File: config.mk
export PLATFORM = sky130hd
export DESIGN_NAME = user_edge_detect
export DESIGN_NICKNAME = d
export VERILOG_FILES = /design/src/rtl/user_pkg.sv /design/src/rtl/user_edge_detect_sync.sv /design/src/rtl/user_edge_detect.sv
export SDC_FILE = /design/constraint.sdc
export NUM_CORES = 1
export LEC_CHECK = 0
export BUFFER_PORTS_ARGS = -buffer_cell sky130_fd_sc_hd__buf_2
export CAP_MARGIN = 20
export CELL_PAD_IN_SITES_DETAIL_PLACEMENT = 1
export CELL_PAD_IN_SITES_GLOBAL_PLACEMENT = 2
export CORE_UTILIZATION = 34
export CTS_BUF_LIST = sky130_fd_sc_hd__clkbuf_4
export DETAILED_ROUTE_END_ITERATION = 10
export PLACE_DENSITY = 0.93
export SYNTH_ARGS = -nofsm -noshare
export SYNTH_HDL_FRONTEND = slang
export SYNTH_SLANG_ARGS = --single-unit
File: constraint.sdc
create_clock -name clk_i -period 5.3 [get_ports clk_i]
set_clock_uncertainty 0.05 [all_clocks]
set_input_delay 0.53 -clock clk_i [delete_from_list [all_inputs] [get_ports clk_i]]
set_output_delay 0.53 -clock clk_i [all_outputs]
set_load 0.1 [all_outputs]
File: src/rtl/user_pkg.sv
// user_pkg: shared user-domain constants, OBI subordinate types and helpers
package user_pkg;

    localparam int unsigned EdgeDetMaxInputs = 32;
    localparam int unsigned ObiIdWidth       = 4;

    localparam logic [11:0] EdgeDetCtrlOffset   = 12'h000;
    localparam logic [11:0] EdgeDetRiseEnOffset = 12'h004;
    localparam logic [11:0] EdgeDetFallEnOffset = 12'h008;
    localparam logic [11:0] EdgeDetStatusOffset = 12'h00C;
    localparam logic [11:0] EdgeDetCountOffset  = 12'h010;
    localparam logic [11:0] EdgeDetLevelOffset  = 12'h014;

    localparam int unsigned EdgeDetCtrlEnableBit = 0;
    localparam int unsigned EdgeDetCtrlIrqEnBit  = 1;

    typedef struct packed {
        logic [31:0]           addr;
        logic                  we;
        logic [3:0]            be;
        logic [31:0]           wdata;
        logic [ObiIdWidth-1:0] aid;
    } sbr_obi_a_chan_t;

    typedef struct packed {
        sbr_obi_a_chan_t a;
        logic            req;
    } sbr_obi_req_t;

    typedef struct packed {
        logic [31:0]           rdata;
        logic [ObiIdWidth-1:0] rid;
        logic                  err;
    } sbr_obi_r_chan_t;

    typedef struct packed {
        sbr_obi_r_chan_t r;
        logic            gnt;
        logic            rvalid;
    } sbr_obi_rsp_t;

    function automatic logic [5:0] edge_det_popcount(input logic [EdgeDetMaxInputs-1:0] v);
        edge_det_popcount = '0;
        for (int i = 0; i < EdgeDetMaxInputs; i++) edge_det_popcount += 6'(v[i]);
    endfunction

endpackage

File: src/rtl/user_edge_detect_sync.sv
// user_edge_detect_sync: two-flop synchroniser for asynchronous input lines
module user_edge_detect_sync #(
    parameter int unsigned Width = 1
) (
    input  logic             clk_i,
    input  logic             rst_ni,
    input  logic [Width-1:0] async_data,
    output logic [Width-1:0] sync_data
);

    logic [Width-1:0] meta_q;

    // Two flops in series to settle metastability before the lines are used
    always_ff @(posedge clk_i) begin
        if (!rst_ni) begin
            meta_q    <= '0;
            sync_data <= '0;
        end else begin
            meta_q    <= async_data;
            sync_data <= meta_q;
        end
    end

endmodule

File: src/rtl/user_edge_detect.sv
// user_edge_detect: OBI-mapped edge detector with sticky status, event counter and irq
module user_edge_detect
    import user_pkg::*;
#(
    parameter int unsigned NumInputs = 8,
    parameter type         obi_req_t = user_pkg::sbr_obi_req_t,
    parameter type         obi_rsp_t = user_pkg::sbr_obi_rsp_t
) (
    input  logic                 clk_i,
    input  logic                 rst_ni,
    input  obi_req_t             obi_req_i,
    output obi_rsp_t             obi_rsp_o,
    input  logic [NumInputs-1:0] edge_i,
    output logic                 irq_o
);

    logic [NumInputs-1:0]  sync_q, prev_q, rise_en_q, fall_en_q, status_q, evt, wmask, wdata_n, clr;
    logic [1:0]            ctrl_q;
    logic [31:0]           count_q, count_d, bmask, rdata, rdata_q;
    logic [32:0]           count_sum;
    logic [11:0]           offset;
    logic [ObiIdWidth-1:0] rid_q;
    logic                  rvalid_q, err_q, err, wr, unused_bits;

    user_edge_detect_sync #(.Width(NumInputs)) i_sync (
        .clk_i      (clk_i),
        .rst_ni     (rst_ni),
        .async_data (edge_i),
        .sync_data  (sync_q)
    );

    assign offset  = {obi_req_i.a.addr[11:2], 2'b00};
    assign bmask   = {{8{obi_req_i.a.be[3]}}, {8{obi_req_i.a.be[2]}}, {8{obi_req_i.a.be[1]}}, {8{obi_req_i.a.be[0]}}};
    assign wmask   = bmask[NumInputs-1:0];
    assign wdata_n = obi_req_i.a.wdata[NumInputs-1:0];
    assign err     = obi_req_i.req & ((offset > EdgeDetLevelOffset) | (obi_req_i.a.we & (offset == EdgeDetLevelOffset)));
    assign wr      = obi_req_i.req & obi_req_i.a.we & ~err;
    assign unused_bits = ^{obi_req_i.a.addr, obi_req_i.a.wdata, bmask};

    assign evt = ((sync_q & ~prev_q & rise_en_q) | (~sync_q & prev_q & fall_en_q))
                 & {NumInputs{ctrl_q[EdgeDetCtrlEnableBit]}};
    assign clr = (wr && offset == EdgeDetStatusOffset) ? (wdata_n & wmask) : '0;
    assign count_sum = {1'b0, (wr && offset == EdgeDetCountOffset) ? 32'd0 : count_q}
                       + 33'(edge_det_popcount(32'(evt)));
    assign count_d = count_sum[32] ? 32'hFFFF_FFFF : count_sum[31:0];
    assign irq_o   = ctrl_q[EdgeDetCtrlIrqEnBit] & |status_q;

    // Register read mux; unmapped offsets return zero
    always_comb begin
        rdata = offset == EdgeDetCtrlOffset   ? 32'(ctrl_q)    :
                offset == EdgeDetRiseEnOffset ? 32'(rise_en_q) :
                offset == EdgeDetFallEnOffset ? 32'(fall_en_q) :
                offset == EdgeDetStatusOffset ? 32'(status_q)  :
                offset == EdgeDetCountOffset  ? count_q        :
                offset == EdgeDetLevelOffset  ? 32'(sync_q)    : 32'd0;
    end

    // Register file and detection state; new events override a same-cycle W1C
    always_ff @(posedge clk_i) begin
        if (!rst_ni) begin
            prev_q    <= '0;
            ctrl_q    <= '0;
            rise_en_q <= '0;
            fall_en_q <= '0;
            status_q  <= '0;
            count_q   <= '0;
        end else begin
            prev_q   <= sync_q;
            status_q <= (status_q & ~clr) | evt;
            count_q  <= count_d;
            if (wr && offset == EdgeDetCtrlOffset)
                ctrl_q <= (ctrl_q & ~bmask[1:0]) | (obi_req_i.a.wdata[1:0] & bmask[1:0]);
            if (wr && offset == EdgeDetRiseEnOffset)
                rise_en_q <= (rise_en_q & ~wmask) | (wdata_n & wmask);
            if (wr && offset == EdgeDetFallEnOffset)
                fall_en_q <= (fall_en_q & ~wmask) | (wdata_n & wmask);
        end
    end

    // Response channel: one-cycle registered reply to every granted request
    always_ff @(posedge clk_i) begin
        if (!rst_ni) begin
            rvalid_q <= 1'b0;
            err_q    <= 1'b0;
            rid_q    <= '0;
            rdata_q  <= '0;
        end else begin
            rvalid_q <= obi_req_i.req;
            err_q    <= err;
            rid_q    <= obi_req_i.a.aid;
            rdata_q  <= (obi_req_i.req & ~obi_req_i.a.we & ~err) ? rdata : 32'd0;
        end
    end

    // Zero-wait-state grant plus the registered response fields
    always_comb begin
        obi_rsp_o         = '0;
        obi_rsp_o.gnt     = obi_req_i.req;
        obi_rsp_o.rvalid  = rvalid_q;
        obi_rsp_o.r.rdata = rdata_q;
        obi_rsp_o.r.rid   = rid_q;
        obi_rsp_o.r.err   = err_q;
    end

endmodule

==> results.cfg <==
[outcome]
status = finished clean

[cts]
clock_sinks = 120
cts_buffers = 17
cts_setup_buffers = 0
cts_root_buf = clkbuf_4
cts_resized = 0
clock_path_buffers = 2
tritoncts = done
worstSkewPairLatency_ps = 560
ctsHoldBuffers = 0
htree_levels = 4
clk_pin_slew_ps = 110

[placement]
dpl_worst_slack_ps = 652
dp_cells = 833
placed_area_mm2 = 0.00589
hpwl_um = 10800
gp_congestion = 0.872
port_buffers = 74

[grt]
grt_remaining_overflow = 0
antenna_found_initial = 1
met1_usage = 0.242
grt_util_met2 = 0.314
grt_use_met3 = 0.0490
grt_max_degree = 52
grt-busiest-layer = met2
grt_pass1_wl_um = 23900
track_usage = 0.191
grt_pass1_vias = 4633

[timing]
tns_ps = 0
timing.final.crit_share = 0.871
hold_slack_ps = 120
final_hold_viol_count = 0
setup_violations = 0
setup_ws_ps = 682
drv_slew = 0
worstMarginPinSlew_ps = 770
finalCriticalPeriod_ps = 4620
relSlewSlack = 0.483
max_clock_freq_ghz = 0.217
rsz0062_at_grt = no

[floorplan]
rows = 45
die-area_mm2 = 0.0161
initial_core_util = 0.348
ios = 124
die_y_um = 127
die_x_um = 127
core_area_mm2 = 0.0153

[logic_synthesis]
ys_warn_count = 0
ys_ff_latch = 120
synth_enable_flop_cells = 0
syn-mean-instance-area_um2 = 9.36
synth_cell_types = 60
synth-main-ff-cell = dfxtp_1
syn_area_mm2 = 0.00532
synthArstFlopShare = 0
ys_seq_area_frac = 0.452
synth_cells = 568
synth.net_count = 663

[critical_path]
crit_path_max_fanout = 4
rrSetupSlack_ps = 680
path_class = flip-flop to flip-flop
cp-start-kind = flip-flop
endpoint_kind = flip-flop
cp.required_ps = 5720
worstPathArrival_ps = 5030

[final_layout]
drive_gt1_frac = 0.214
area_delta_synth_final_pct = 17.1
finalNetCount = 736
multi_input_area_mm2 = 0.00272
fin_area_mm2 = 0.00622
fin_util = 0.408
fillerInstances = 1779
area.sequential_mm2 = 0.00240
stdcell_count = 866
final_cell_mix = 120 x dfxtp_1, 74 x buf_2, 57 x and2_1
mostFrequentLayoutCell = dfxtp_1

[pwr]
vdd_ir_drop_max_v = 0.0000981
power_leakage_nw = 2.39
total_power_mw = 1.74
power_density_mw_per_mm2 = 280

[job]
drv_cap = 0

[route]
ant_nets = 0
drt_drc_violations_left = 0
drtIter0Drc = 288
totalWireLength_um = 14700
drt_pass1_iterations = 4
vias = 4578
wl_per_cell_um = 17.0
via_per_inst = 5.29

[min_path]
min_path_type = input port to flip-flop
==> synth_stat cells, types with 9 or more instances <==
library cell | instances | area share
xor2_1 | 11 | 0.018
nand2_1 | 53 | 0.037
mux2i_1 | 13 | 0.024
nor4_1 | 13 | 0.015
a22oi_1 | 10 | 0.014
a21oi_1 | 41 | 0.039
nor2_1 | 19 | 0.013
o21ai_0 | 19 | 0.018
nand3_1 | 19 | 0.018
nand4_1 | 12 | 0.014
clkbuf_1 | 19 | 0.013
a311oi_1 | 9 | 0.015
and2_1 | 57 | 0.067
inv_1 | 10 | 0.0071
dfxtp_1 | 120 | 0.45
nor3_1 | 13 | 0.012
==> metal layers <==
layer	share of wire	wire, µm
met1	0.46	6750
met2	0.48	7060
met3	0.048	710
met4	0.014	207
met5	0	0
==> worst max-delay path, cell delays in order, from the launching register on <==
cell	delay, ps
dfxtp_1	410
nand2_1	70
o21ai_0	280
nand2_1	170
fa_1	560
fa_1	440
fa_1	490
fa_1	410
inv_1	90
fa_1	240
and3_1	240
o211ai_1	160
nor4_2	600
nor4_1	100
a211oi_1	230
==> final timing paths <==
| check | to | from | depth (start not counted) |
|---|---|---|---|
| hold reg to reg | i_sync.sync_data[2]$_SDFF_PN0_ | i_sync.meta_q[2]$_SDFF_PN0_ | 1 |
| setup / recovery | count_q[27]$_SDFF_PN0_ | i_sync.sync_data[1]$_SDFF_PN0_ | 14 |
| hold / removal | i_sync.meta_q[0]$_SDFF_PN0_ | edge_i[0] | 2 |
| setup reg to reg | count_q[27]$_SDFF_PN0_ | i_sync.sync_data[1]$_SDFF_PN0_ | 14 |
==> power breakdown <==
| group | internal, mW | leakage (nW) | total, mW | switching, mW |
|---|---|---|---|---|
| sequential | 0.911 | 0.972 | 0.915 | 0.00443 |
| combinational | 0.0242 | 1.26 | 0.0805 | 0.0563 |
| clock | 0.375 | 0.160 | 0.747 | 0.372 |
==> cells by family after synthesis <==
kind of cell | Yosys count | share of synthesized area
XOR/XNOR | 18 | 0.0297
flip-flops | 120 | 0.452
AND/OR/NAND/NOR | 238 | 0.257
multiplexers | 20 | 0.0393
AO/OA/AOI/OAI | 120 | 0.152
adder cells (fa/ha/maj) | 11 | 0.0329
buffers and inverters | 41 | 0.0374
==> cell type report <==
type	instances	share of cell area
timing repair buffer	85	0.0760
clock buffer	17	0.0205
inverter	10	0.00603
multi-input combinational	407	0.436
antenna	1	0.000402
clock inverter	15	0.0324
sequential	120	0.386
tap	211	0.0424
No activity file was read; power rests on OpenSTA's default activity.
